<file path="config.mk">
export PLATFORM = sky130hd
export DESIGN_NAME = altivec_issue_ctrl
export DESIGN_NICKNAME = d
export VERILOG_FILES = /design/src/rtl/altivec_issue_ctrl.sv
export SDC_FILE = /design/constraint.sdc
export NUM_CORES = 2
export LEC_CHECK = 0
export BUFFER_PORTS_ARGS = -buffer_cell sky130_fd_sc_hd__buf_2
export CAP_MARGIN = 40
export CORE_MARGIN = 8
export CORE_UTILIZATION = 35
export CTS_CLUSTER_SIZE = 10
export DETAILED_ROUTE_END_ITERATION = 12
export PLACE_DENSITY = 0.58
export SETUP_SLACK_MARGIN = 0.02
export SLEW_MARGIN = 5
export SYNTH_ARGS = -nofsm -noshare
export SYNTH_HDL_FRONTEND = slang
export SYNTH_SLANG_ARGS = --single-unit
</file>
<file path="constraint.sdc">
create_clock -name clk -period 50 [get_ports clk]
set_input_delay 7.5 -clock clk [delete_from_list [all_inputs] [get_ports clk]]
set_output_delay 7.5 -clock clk [all_outputs]
set_load 0.005 [all_outputs]
</file>
<file path="src/rtl/altivec_issue_ctrl.sv">
// Issue controller in front of the altivec_dut execution core.
//
// Requests are buffered in a DEPTH-entry FIFO. One instruction at a time is
// popped, registered onto the DUT operand/opcode ports and started with a
// one-cycle pulse on go1/go2/go3. The controller then waits for dut_busy to
// drop, but no earlier than MIN_LAT cycles after the pulse. It returns the
// captured vrt with the request tag on the result port. A watchdog abandons
// the operation after TIMEOUT wait cycles. Target unit 3 is illegal and is
// answered immediately with an error result.
//
// Ports
//   clk, rst                  clock, asynchronous active-high reset
//   req_valid/req_ready       request handshake (req_ready = FIFO not full)
//   req_ins/rc/unit/tag       opcode, record bit, target go line, tag
//   req_vra/vrb/vrc           128-bit operands
//   res_valid/res_ready       result handshake
//   res_tag/data/err          tag, captured vrt, timeout/illegal-unit flag
//   vra/vrb/vrc/ins/rc        registered operands and opcode to the DUT
//   go1/go2/go3               registered start pulses to the DUT
//   dut_busy, vrt             DUT status and result
//   fifo_count                FIFO occupancy
module altivec_issue_ctrl #(
  parameter int unsigned DEPTH   = 4,
  parameter int unsigned TAG_W   = 4,
  parameter int unsigned MIN_LAT = 1,
  parameter int unsigned TIMEOUT = 256
) (
  input  logic                     clk,
  input  logic                     rst,
  input  logic                     req_valid,
  output logic                     req_ready,
  input  logic [7:0]               req_ins,
  input  logic                     req_rc,
  input  logic [1:0]               req_unit,
  input  logic [TAG_W-1:0]         req_tag,
  input  logic [127:0]             req_vra,
  input  logic [127:0]             req_vrb,
  input  logic [127:0]             req_vrc,
  output logic                     res_valid,
  input  logic                     res_ready,
  output logic [TAG_W-1:0]         res_tag,
  output logic [127:0]             res_data,
  output logic                     res_err,
  output logic [127:0]             vra,
  output logic [127:0]             vrb,
  output logic [127:0]             vrc,
  output logic [7:0]               ins,
  output logic                     rc,
  output logic                     go1,
  output logic                     go2,
  output logic                     go3,
  input  logic                     dut_busy,
  input  logic [127:0]             vrt,
  output logic [$clog2(DEPTH):0]   fifo_count
);

  localparam int unsigned PW   = $clog2(DEPTH);
  localparam int unsigned CntW = PW + 1;
  localparam int unsigned CW   = $clog2(TIMEOUT + 1);

  localparam logic [CntW-1:0] FullCount = CntW'(DEPTH);
  localparam logic [CW-1:0]   MinLat    = CW'(MIN_LAT);
  localparam logic [CW-1:0]   LastWait  = CW'(TIMEOUT - 1);

  typedef struct packed {
    logic [127:0]     vra;
    logic [127:0]     vrb;
    logic [127:0]     vrc;
    logic [7:0]       ins;
    logic             rc;
    logic [1:0]       dest;
    logic [TAG_W-1:0] tag;
  } entry_t;

  typedef enum logic [1:0] {StIdle, StIssue, StWait, StResp} state_t;

  entry_t          mem [DEPTH];
  entry_t          head;
  logic [PW-1:0]   wr_ptr;
  logic [PW-1:0]   rd_ptr;
  state_t          state;
  logic [CW-1:0]   cnt;
  logic            push;
  logic            pop;

  assign req_ready = (fifo_count != FullCount);
  assign push      = req_valid && req_ready;
  // ISSUE is only entered with a non-empty FIFO, so the pop is always legal.
  assign pop       = (state == StIssue);
  assign head      = mem[rd_ptr];

  // Storage needs no reset; occupancy is tracked by the pointers and count.
  always_ff @(posedge clk) begin
    if (push) begin
      mem[wr_ptr] <= '{vra: req_vra, vrb: req_vrb, vrc: req_vrc, ins: req_ins,
                       rc: req_rc, dest: req_unit, tag: req_tag};
    end
  end

  always_ff @(posedge clk or posedge rst) begin
    if (rst) begin
      wr_ptr     <= '0;
      rd_ptr     <= '0;
      fifo_count <= '0;
      state      <= StIdle;
      cnt        <= '0;
      go1        <= 1'b0;
      go2        <= 1'b0;
      go3        <= 1'b0;
      vra        <= '0;
      vrb        <= '0;
      vrc        <= '0;
      ins        <= '0;
      rc         <= 1'b0;
      res_valid  <= 1'b0;
      res_tag    <= '0;
      res_data   <= '0;
      res_err    <= 1'b0;
    end else begin
      if (push) wr_ptr <= wr_ptr + 1'b1;
      if (pop)  rd_ptr <= rd_ptr + 1'b1;
      case ({push, pop})
        2'b10:   fifo_count <= fifo_count + 1'b1;
        2'b01:   fifo_count <= fifo_count - 1'b1;
        default: fifo_count <= fifo_count;
      endcase

      // Go lines are single-cycle pulses; only ISSUE can raise one.
      go1 <= 1'b0;
      go2 <= 1'b0;
      go3 <= 1'b0;

      unique case (state)
        StIdle: begin
          if ((fifo_count != '0) && !dut_busy) state <= StIssue;
        end
        StIssue: begin
          vra     <= head.vra;
          vrb     <= head.vrb;
          vrc     <= head.vrc;
          ins     <= head.ins;
          rc      <= head.rc;
          res_tag <= head.tag;
          cnt     <= '0;
          if (head.dest == 2'd3) begin
            res_data  <= '0;
            res_err   <= 1'b1;
            res_valid <= 1'b1;
            state     <= StResp;
          end else begin
            go1   <= (head.dest == 2'd0);
            go2   <= (head.dest == 2'd1);
            go3   <= (head.dest == 2'd2);
            state <= StWait;
          end
        end
        StWait: begin
          // Completion is tested first so it wins over a coincident timeout.
          if (!dut_busy && (cnt >= MinLat)) begin
            res_data  <= vrt;
            res_err   <= 1'b0;
            res_valid <= 1'b1;
            state     <= StResp;
          end else if (cnt == LastWait) begin
            res_data  <= '0;
            res_err   <= 1'b1;
            res_valid <= 1'b1;
            state     <= StResp;
          end else begin
            cnt <= cnt + 1'b1;
          end
        end
        StResp: begin
          if (res_ready) begin
            res_valid <= 1'b0;
            state     <= StIdle;
          end
        end
        default: state <= StIdle;
      endcase
    end
  end

endmodule

</file>
==> key figures <==
STA
  – Final Skew: 0.0784 ns
  – Setup violators final: 0
  – Worst slew pin tran: 1.08 ns
  – Max-slew headroom: 0.282
  – Fmax: 0.0998 GHz
  – Final Hold Fails: 0
  – Crit share post-route: 0.200
  – Count of final max-slew check failures: 0
  – Post-layout min period: 10.02 ns
  – TNS Setup: 0 ns
  – RSZ-0062 raised after global routing: false

GRT
  – GR Overflow Total: 0
  – First-pass GRT wire length: 296 mm
  – Total GRT Usage: 0.171
  – Largest net degree at the start of global routing: 130
  – Initial antenna violation count: 136
  – Vias in the first global route: 40.3k

Synth
  – Sequential share of the synthesized area: 0.794
  – Post-synth cell types: 37
  – Post-synth net total: 3,887
  – Synth Cell Area: 77,700 um^2
  – Yosys reg bits: 2,144
  – Ys Warns: 0
  – Synth Instances: 3,341
  – Average cell area after synthesis: 23.2 um^2

Clocking
  – Post CTS Setup Buffer Count: 0
  – CTS tree: yes
  – Cts hold-fix bufs: 0
  – Max Buffers Root-to-Sink: 3
  – Num Clock Sinks: 2,144
  – TritonCTS Buffers: 238
  – CTS root buf: clkbuf_16
  – Resize count post-CTS: 0
  – H-tree depth: 4
  – Worst-path clk slew: 0.05 ns
  – Worst skew pair latency: 0.86 ns

Routing
  – Routed WL per cell: 26.9 um
  – Routed wire length: 210 mm
  – Routed Antenna Nets: 0
  – Detailed Route Iter0 Violations: 2,324
  – Pre-antenna DRT Iters: 5
  – Total number of vias: 38.4k
  – Post-DR vias/cell: 4.91
  – DRC Markers: 0

Critical path
  – Kind of end point of the critical path: register
  – CP startpoint kind: primary input
  – Class of the most critical setup path: in2reg
  – Critical-path maximum fanout: 41
  – WP data required: 50.48 ns
  – CP Data Arrival Time: 10.50 ns

Placement
  – DP HPWL: 141 mm
  – Number of buffers added on ports: 1,065
  – Final Wtd Congestion: 0.830

Finish
  – Final core occ: 0.427
  – Layout net count: 5,107
  – Layout cells sized above 1: 0.465
  – Area grow syn2layout: 21.6%

Run
  – Max Cap Violations: 0

Floorplan
  – Die Span X: 487 um
  – Initial Utilization: 0.351
  – I/O pin total: 1,066
  – Core Box Area: 221,000 um^2
  – Die Ht: 487 um
  – Row count: 173
  – Die area: 237,000 um^2

Power and ir drop
  – VDD IR max: 0.0000423 V
  – P per Cell Area: 63.1 nW/um^2
  – P_leak: 34.4 nW

Worst hold path
  – Hold Crit Class: reg2reg

Status
  – Status: completed
## critical path, cell delays in order
cell,delay [ns]
buf_2,0.15
and3_4,0.73
buf_4,0.50
buf_16,0.29
buf_4,0.58
buf_4,0.61
## final cells by class
cell class	instances	area [um^2]
clock inverters	23	452
flip-flops and latches	2144	61600
inverters	15	63.8
fillers	19361	127000
well taps	2975	3720
clock buffers	423	6710
multi-input cells	1019	15300
diodes	66	165
repair buffers	1143	6410
## final timing paths
kind | startpoint | to | slack, ns | cells after the start
setup / recovery | req_valid | mem[0][223] | 39.98 | 6
hold / removal | res_data[121] | res_data[121] | 0.50 | 1
setup reg to reg | fifo_count[0] | mem[0][223] | 45.98 | 7
hold reg to reg | res_data[121] | res_data[121] | 0.50 | 1
max in group asynchronous | rst | vrc[46] | 41.16 | 4
min in group asynchronous | rst | vra[56] | 6.79 | 2
## cell usage in the layout (no fill, tap or decap), types with 6 or more instances in the layout
| master | count |
|---|---|
| buf_4 | 49 |
| clkbuf_1 | 181 |
| nor2_1 | 6 |
| a22o_1 | 129 |
| dfrtp_1 | 546 |
| edfxtp_1 | 1596 |
| mux4_2 | 399 |
| mux2_2 | 398 |
| buf_16 | 18 |
| buf_12 | 11 |
| buf_2 | 1065 |
| o21ai_0 | 11 |
| clkbuf_16 | 240 |
| nand2_1 | 12 |
| diode_2 | 66 |
| ha_1 | 12 |
| clkinv_16 | 7 |
| inv_1 | 14 |
## cell families (layout without fill, tap and decap cells)
kind of cell | count (synthesis) | count (layout) | synth area share
flops | 2144 | 2144 | 0.794
compound gates | 157 | 157 | 0.0169
simple gates | 45 | 45 | 0.00317
other cells | 0 | 66 | 0
buf+inv | 178 | 1604 | 0.0100
mux | 797 | 797 | 0.173
xor+xnor | 6 | 6 | 0.000677
fa+ha+maj | 14 | 14 | 0.00235
## cells in the mapped netlist (all sizes together)
cell     number  share of area
buf          81         0.0053
and2          3        0.00024
xnor2         3        0.00034
and3          6        0.00048
o21ai        12        0.00082
nor4          2        0.00032
or4           2        0.00019
nor2          6        0.00029
nand4         3        0.00024
a21oi         5        0.00032
o31ai         4        0.00039
nor2b         3        0.00024
nand3b        1       0.000097
ha           13         0.0021
nand2b        2        0.00016
nand3         4        0.00026
mux4        399           0.12
o41ai         1        0.00011
a31oi         2        0.00016
edfxtp     1596           0.62
a22o        129          0.015
mux2        398          0.058
xor2          3        0.00034
a2bb2oi       1        0.00019
inv          15        0.00072
dfrtp       548           0.18
o211ai        1       0.000097
nor3          1       0.000064
clkbuf       82         0.0040
o221ai        1        0.00011
fa            1        0.00026
a31o          1        0.00011
nand2        12        0.00058
## flip-flops by register name, indices dropped and copies added (netlist names)
name,flops
res_valid,1
fifo_count,3
vra,128
res_err,1
ins,8
wr_ptr,2
rc,1
rd_ptr,2
vrb,128
go3,1
res_tag,4
go1,1
go2,1
vrc,128
mem,1596
state,2
res_data,128
cnt,9
## metrics by stage
| stage | hold WS [ns] | area, um^2 | total power, mW | cells | setup slack (ns) |
|---|---|---|---|---|---|
| 4_1_cts | 0.501 | 94300 | 6.06 | 7740 | 39.93 |
| 3_3_place_gp | 0.482 | 86600 | 4.38 | 7275 | 38.58 |
| 5_1_grt | 0.509 | 94400 | 6.26 | 7760 | 39.88 |
| 6_report | 0.496 | 94500 | 5.96 | 7808 | 39.98 |
| 3_5_place_dp | 0.485 | 87100 | 4.44 | 7294 | 38.98 |
| 2_1_floorplan | 0.469 | 77700 | 3.78 | 3341 | 27.18 |
## report_power, final
group | total (mW) | switching, mW | internal, mW | leakage, nW
registers | 2.65 | 0.216 | 2.44 | 21.3
logic | 1.70 | 0.874 | 0.827 | 9.70
clock network | 1.61 | 0.682 | 0.923 | 3.38
## layer usage
layer	track usage	vias up	wire length [um]
li1	-	16326	-
met1	0.203	20119	79100
met2	0.280	1392	102000
met3	0.0687	437	19800
met4	0.0671	94	8400
met5	0	-	617
Power figures use the tool's default switching activity.
